### src/rtl/io_port_responder_pkg.sv
// Shared definitions for the memory-mapped I/O responder: register map,
// STATUS / TMR_CTRL bit positions and the default window base address.
package io_port_responder_pkg;

  localparam logic [31:0] DEFAULT_BASE_ADDR = 32'h1001_0100;

  // Word index within the 32-byte window, taken from Address[4:2].
  typedef enum logic [2:0] {
    REG_PORT_OUT  = 3'd0,
    REG_PORT_IN   = 3'd1,
    REG_STATUS    = 3'd2,
    REG_TMR_LOAD  = 3'd3,
    REG_TMR_CTRL  = 3'd4,
    REG_TMR_COUNT = 3'd5,
    REG_RSVD_18   = 3'd6,
    REG_RSVD_1C   = 3'd7
  } reg_sel_e;

  localparam int STATUS_WIDTH   = 2;
  localparam int STATUS_IN_CHG  = 0;
  localparam int STATUS_TMR_EXP = 1;

  localparam int CTRL_WIDTH   = 4;
  localparam int CTRL_EN      = 0;
  localparam int CTRL_AUTO    = 1;
  localparam int CTRL_IRQ_EN0 = 2;
  localparam int CTRL_IRQ_EN1 = 3;

endpackage

### src/rtl/io_port_responder_bit_synchronizer.sv
// Multi-flop synchronizer for an asynchronous bus; every bit is
// synchronized independently (callers must tolerate per-bit skew).
module bit_synchronizer #(
  parameter int WIDTH  = 8,
  parameter int STAGES = 2
) (
  input  logic             clk,
  input  logic             rst_n,
  input  logic [WIDTH-1:0] i_async,
  output logic [WIDTH-1:0] o_sync
);

  logic [STAGES-1:0][WIDTH-1:0] r_stages;

  // NOTE: non-blocking assignment so each stage captures its predecessor's pre-edge value.
  always_ff @(posedge clk or negedge rst_n) begin
    if (!rst_n) begin
      r_stages <= '0;
    end else begin
      r_stages <= {r_stages[STAGES-2:0], i_async};
    end
  end

  assign o_sync = r_stages[STAGES-1];

endmodule

### src/rtl/io_port_responder.sv
// Memory-mapped I/O responder: output port, synchronized input port with
// change detection, and a down-counter timer with optional auto-reload.
module io_port_responder
  import io_port_responder_pkg::*;
#(
  parameter int            N           = 32,
  parameter logic [N-1:0]  BASE_ADDR   = DEFAULT_BASE_ADDR,
  parameter int            IN_WIDTH    = 8,
  parameter int            SYNC_STAGES = 2
) (
  input  logic                clk,
  input  logic                reset,
  input  logic                MemWrite,
  input  logic                MemRead,
  input  logic [N-1:0]        Address,
  input  logic [N-1:0]        WriteData,
  input  logic [IN_WIDTH-1:0] PortIn,
  output logic [N-1:0]        ReadData,
  output logic                Hit,
  output logic [N-1:0]        PortOut,
  output logic                IRQ
);

  localparam logic [N-1:0] ONE = N'(1);

  logic [N-1:0]            r_port_out;
  logic [N-1:0]            r_tmr_load;
  logic [N-1:0]            r_count;
  logic [CTRL_WIDTH-1:0]   r_ctrl;
  logic [STATUS_WIDTH-1:0] r_status;
  logic [IN_WIDTH-1:0]     r_prev;
  logic                    r_irq;

  logic [IN_WIDTH-1:0]     w_sync;
  reg_sel_e                w_sel;
  logic                    w_wr;
  logic                    w_wr_load;
  logic [N-1:0]            w_count_nxt;
  logic                    w_exp_set;
  logic [STATUS_WIDTH-1:0] w_status_set;
  logic [STATUS_WIDTH-1:0] w_status_clr;
  logic [N-1:0]            w_rd_mux;
  logic                    w_unused_addr_bits;

  bit_synchronizer #(
    .WIDTH  (IN_WIDTH),
    .STAGES (SYNC_STAGES)
  ) u_port_in_sync (
    .clk     (clk),
    .rst_n   (reset),
    .i_async (PortIn),
    .o_sync  (w_sync)
  );

  assign Hit                = (Address[N-1:5] == BASE_ADDR[N-1:5]);
  assign w_sel              = reg_sel_e'(Address[4:2]);
  assign w_wr               = MemWrite & Hit;
  assign w_wr_load          = w_wr && (w_sel == REG_TMR_LOAD);
  assign w_unused_addr_bits = ^Address[1:0];

  // Timer next state; a TMR_LOAD write overrides decrement, expiry and reload.
  // NOTE: every always_comb output gets a default first so no path infers a latch.
  always_comb begin
    w_count_nxt = r_count;
    w_exp_set   = 1'b0;
    if (w_wr_load) begin
      w_count_nxt = WriteData;
    end else if (r_ctrl[CTRL_EN]) begin
      if (r_count > ONE) begin
        w_count_nxt = r_count - ONE;
      end else if (r_count == ONE) begin
        w_count_nxt = '0;
        w_exp_set   = 1'b1;
      end else if (r_ctrl[CTRL_AUTO]) begin
        w_count_nxt = r_tmr_load;
      end
    end
  end

  always_comb begin
    w_status_set                 = '0;
    w_status_set[STATUS_IN_CHG]  = (w_sync != r_prev);
    w_status_set[STATUS_TMR_EXP] = w_exp_set;
    w_status_clr                 = '0;
    if (w_wr && (w_sel == REG_STATUS)) begin
      w_status_clr = WriteData[STATUS_WIDTH-1:0];
    end
  end

  always_ff @(posedge clk or negedge reset) begin
    if (!reset) begin
      r_port_out <= '0;
      r_tmr_load <= '0;
      r_count    <= '0;
      r_ctrl     <= '0;
      r_status   <= '0;
      r_prev     <= '0;
      r_irq      <= 1'b0;
    end else begin
      if (w_wr && (w_sel == REG_PORT_OUT)) r_port_out <= WriteData;
      if (w_wr_load)                       r_tmr_load <= WriteData;
      if (w_wr && (w_sel == REG_TMR_CTRL)) r_ctrl     <= WriteData[CTRL_WIDTH-1:0];
      r_count  <= w_count_nxt;
      // Hardware set wins over a same-cycle W1C clear.
      r_status <= w_status_set | (r_status & ~w_status_clr);
      r_prev   <= w_sync;
      r_irq    <= |(r_status & {r_ctrl[CTRL_IRQ_EN1], r_ctrl[CTRL_IRQ_EN0]});
    end
  end

  always_comb begin
    w_rd_mux = '0;
    case (w_sel)
      REG_PORT_OUT:  w_rd_mux = r_port_out;
      REG_PORT_IN:   w_rd_mux[IN_WIDTH-1:0] = w_sync;
      REG_STATUS:    w_rd_mux[STATUS_WIDTH-1:0] = r_status;
      REG_TMR_LOAD:  w_rd_mux = r_tmr_load;
      REG_TMR_CTRL:  w_rd_mux[CTRL_WIDTH-1:0] = r_ctrl;
      REG_TMR_COUNT: w_rd_mux = r_count;
      default:       w_rd_mux = '0;
    endcase
  end

  assign ReadData = (MemRead && Hit) ? w_rd_mux : '0;
  assign PortOut  = r_port_out;
  assign IRQ      = r_irq;

endmodule

### config.mk
export PLATFORM = sky130hd
export DESIGN_NAME = io_port_responder
export DESIGN_NICKNAME = d
export VERILOG_FILES = /design/src/rtl/io_port_responder_pkg.sv /design/src/rtl/io_port_responder_bit_synchronizer.sv /design/src/rtl/io_port_responder.sv
export SDC_FILE = /design/constraint.sdc
export NUM_CORES = 1
export LEC_CHECK = 0
export ABC_AREA = 1
export BUFFER_PORTS_ARGS = -buffer_cell sky130_fd_sc_hd__buf_2
export CORE_ASPECT_RATIO = 1.4
export CORE_MARGIN = 10
export CORE_UTILIZATION = 50
export CTS_BUF_LIST = sky130_fd_sc_hd__clkbuf_16
export DETAILED_ROUTE_END_ITERATION = 8
export PLACE_DENSITY = 0.79
export SETUP_SLACK_MARGIN = 0.4
export SLEW_MARGIN = 20
export SYNTH_ARGS = -nofsm -noshare
export SYNTH_HDL_FRONTEND = slang
export SYNTH_HIERARCHICAL = 1
export SYNTH_SLANG_ARGS = --single-unit
### constraint.sdc
create_clock -name clk -period 3.1 [get_ports clk]
set_input_delay 0.155 -clock clk [delete_from_list [all_inputs] [get_ports clk]]
set_output_delay 0.155 -clock clk [all_outputs]
set_load 0.01 [all_outputs]
==> flow_metrics.env <==
export IMPL_arrival_ns=2.68
export IMPL_synthXorXnorAreaFrac_pct=2.196
export IMPL_layout_nets=1335
export IMPL_slew_viol_final=0
export IMPL_finalSetupViolCount=0
export IMPL_yosys_warnings=6
export IMPL_synth_cell_area_sq_um=7577
export IMPL_initial_core_util_pct=50.78
export IMPL_power_leakage_uw=0.005192
export IMPL_fill_cells=1380
export IMPL_synthTopCellsByCount="nand2_1, dfrtp_1, nor2_1"
export IMPL_crit_buf_inv=1
export IMPL_path_max_fanout=27
export IMPL_grt_pass1_wl_mm=40.49
export IMPL_yosysUniqueCellTypes=38
export IMPL_synth_edff_count=0
export IMPL_path_class="flop to flop"
export IMPL_worst_ep_required_time_ns=3.40
export IMPL_worstPathCellList="inv_1, ha_1, nand2_2, nor2_4, nand2_4, nor2_8, nor2_4, nand2_1, nand2_1, nand2_1, nand2_1, nand2_1, nand2_1"
export IMPL_htree_levels=4
export IMPL_wl_per_cell_um=16.75
export IMPL_hold_start="WriteData[3]"
export IMPL_fin_skew_ns=0.009841
export IMPL_fin_crit_ns=2.385
export IMPL_synth_simple_area_share_pct=42.17
export IMPL_rr_startpoint="r_count[0]$_DFFE_PN0P_"
export IMPL_synth_top_family_by_area="simple AND/OR/NAND/NOR gates"
export IMPL_drt_wl_total_mm=24.49
export IMPL_chipHeight_um=165.7
export IMPL_cp_end_kind="flop"
export IMPL_maxCapViolations=0
export IMPL_grt_setup_unrepaired="false"
export IMPL_ys_ff_latch=127
export IMPL_io_pins=142
export IMPL_max_stage_delay_ns=0.46
export IMPL_setup_ws_ns=0.7150
export IMPL_drt_iter0_markers=629
export IMPL_stdcell_area_sq_um=9366
export IMPL_fmax_mhz=419.3
export IMPL_drc=0
export IMPL_hold_violations=0
export IMPL_clockBufferDepth=2
export IMPL_status="complete, no violations"
export IMPL_cts_tree="built"
export IMPL_num_antenna_cells=0
export IMPL_place_gp_congestion=0.9275
export IMPL_die_area_sq_um=20550
export IMPL_hpwl_mm=17.18
export IMPL_grt_pass1_vias=8114
export IMPL_synth_area_leaders="dfrtp_1, nand2_1, nand3_1"
export IMPL_path_common_cell="nand2_1"
export IMPL_tns_ns=0
export IMPL_syn_avg_cell_area_sq_um=6.888
export IMPL_powerDensity_nw_per_um2=442.7
export IMPL_synth_ff_type="dfrtp_1"
export IMPL_ir_drop_mv=0.3118
export IMPL_fp_dieW_um=124.0
export IMPL_synthMuxAreaShare_pct=0
export IMPL_netlist_area_leader_share_pct=41.94
export IMPL_slew_limit_headroom_pct=44.50
export IMPL_io_buffers=139
export IMPL_grt_max_degree=67
export IMPL_num_rows=53
export IMPL_clockRootBuffer="clkbuf_16"
export IMPL_grt_usage_pct=24.31
export IMPL_async_flop_share_pct=100.0
export IMPL_clkLatencyLatePin_ns=0.42
export IMPL_hold_path_class="primary input to flop"
export IMPL_ant_nets=0
export IMPL_yosys_area_top_type="dfrtp_1"
export IMPL_cp_slowest_cell="dfrtp_1"
export IMPL_syn_num_nets=1178
export IMPL_syn_inst=1100
export IMPL_worst_slew_pin_slew_ns=0.8324
export IMPL_critPathLaunch="r_count[0]$_DFFE_PN0P_"
export IMPL_cts_buffers_inserted=17
export IMPL_antenna_found_initial=0
export IMPL_vias=7840
export IMPL_yosysMostFrequentCell="nand2_1"
export IMPL_syn_to_final_growth_pct=23.61
export IMPL_dpl_worst_slack_ns=0.7341
export IMPL_clk_pin_slew_ns=0.06
export IMPL_grt_overflow=0
export IMPL_via_per_inst=5.363
export IMPL_finalCritPeriodShare_pct=76.94
export IMPL_layout_drive_gt1_share_pct=17.40
export IMPL_coreArea_sq_um=14920
export IMPL_start_kind="flop"
export IMPL_cts_num_sinks=127
export IMPL_drt_pass1_iterations=6
export IMPL_critPathTopFamily="simple AND/OR/NAND/NOR gates"
export IMPL_synth_compound_area_share_pct=5.978
export IMPL_synthAdderAreaFrac_pct=0.3303
export IMPL_placed_area_sq_um=8339
export IMPL_synth_seq_area_share_pct=41.94
export IMPL_postCtsResizedCells=0
logic make-up after synthesis:
logic type	Yosys count
simple gates	758
flops	127
buf+inv	119
compound gates	75
xor+xnor	19
fa+ha+maj	2
placed cells by master, fill, tap and decap left out, types with 3 or more instances in the layout:
master         instances
nand2_1              498
buf_2                138
dfrtp_1              127
nor2_1                99
nand3_1               95
inv_1                 62
dlygate4sd3_1         37
nand4_1               31
a31oi_1               28
o21ai_0               24
clkbuf_16             17
buf_4                 16
nor2_2                13
xnor2_1               13
nor2_4                 7
a21oi_1                6
xor2_1                 6
inv_6                  6
bufinv_16              5
a221oi_1               4
o21ai_1                4
inv_2                  3
nor3_1                 3
nand2_2                3
nand3_2                3
timing repair:
| item | in CTS | in global routing |
|---|---|---|
| endpoints found under the hold margin | 105 | 0 |
| setup buffers | 0 | 0 |
| endpoints found under the setup margin | 0 | 0 |
| hold buffers | 37 | 0 |
path summary, 6_finish.rpt:
check / end / slack, ns / cells after the start
worst max-delay path: r_count[13]$_DFFE_PN0P_ / 0.71 / 13
worst min-delay path: r_tmr_load[3]$_DFFE_PN0P_ / 0.02 / 3
worst max register to register: r_count[13]$_DFFE_PN0P_ / 0.71 / 13
worst min register to register: u_port_in_sync/o_sync[3]$_DFF_PN0_ / 0.35 / 0
max in group asynchronous: r_tmr_load[31]$_DFFE_PN0P_ / 1.89 / 3
min in group asynchronous: PortOut[10]$_DFFE_PN0P_ / 0.38 / 2
power by group:
part	switching (uW)	total, uW	internal [uW]
Sequential	10.7	1680	1670
Clock	810	2250	1440
Combinational	124	210	86.1
Total	944	4150	3200
per-layer routing:
metal  GRT usage (%)  up-vias  part of all wire [%]
met4           8.685        0                   2.6
met2           43.34      262                    54
met3           5.274       45                   5.7
met1           27.18     3704                    38
li1                -     3829                     -
met5               0        -                     0
metrics by stage:
stage	power [uW]	hold WS, ns	cells	utilization (%)
floorplan	1775	-0.1406	1100	-
global placement	1883	0.2633	1393	55.89
detailed placement	1886	0.2648	1393	55.89
CTS	4166	0.001466	1462	62.78
global route	4273	0.007939	1462	62.78
finish	4147	0.01780	1462	62.78
registers in the layout (all words and copies together) (netlist names):
register and cells:
r_status 2, r_ctrl 4, IRQ 1, PortOut 32, u_port_in_sync/o_sync 8, r_tmr_load 32, r_prev 8, r_count 32
u_port_in_sync/r_stages 8
final cells by class:
| cell class | count | area (sq um) | share of cell area (%) |
|---|---|---|---|
| Clock buffer | 17 | 425.4 | 4.542 |
| Clock inverter | 15 | 231.5 | 2.471 |
| Inverter | 65 | 245.2 | 2.618 |
| Multi-Input combinational cell | 854 | 3845 | 41.05 |
| Sequential cell | 127 | 3178 | 33.93 |
| Tap cell | 192 | 240.2 | 2.565 |
| Timing Repair Buffer | 192 | 1201 | 12.82 |
tightest hold or removal path: stages:
cell,delay (ns)
buf_2,0.10
nand2_1,0.08
nand2_1,0.06
Note: power is estimated with default switching activity, not from simulation.
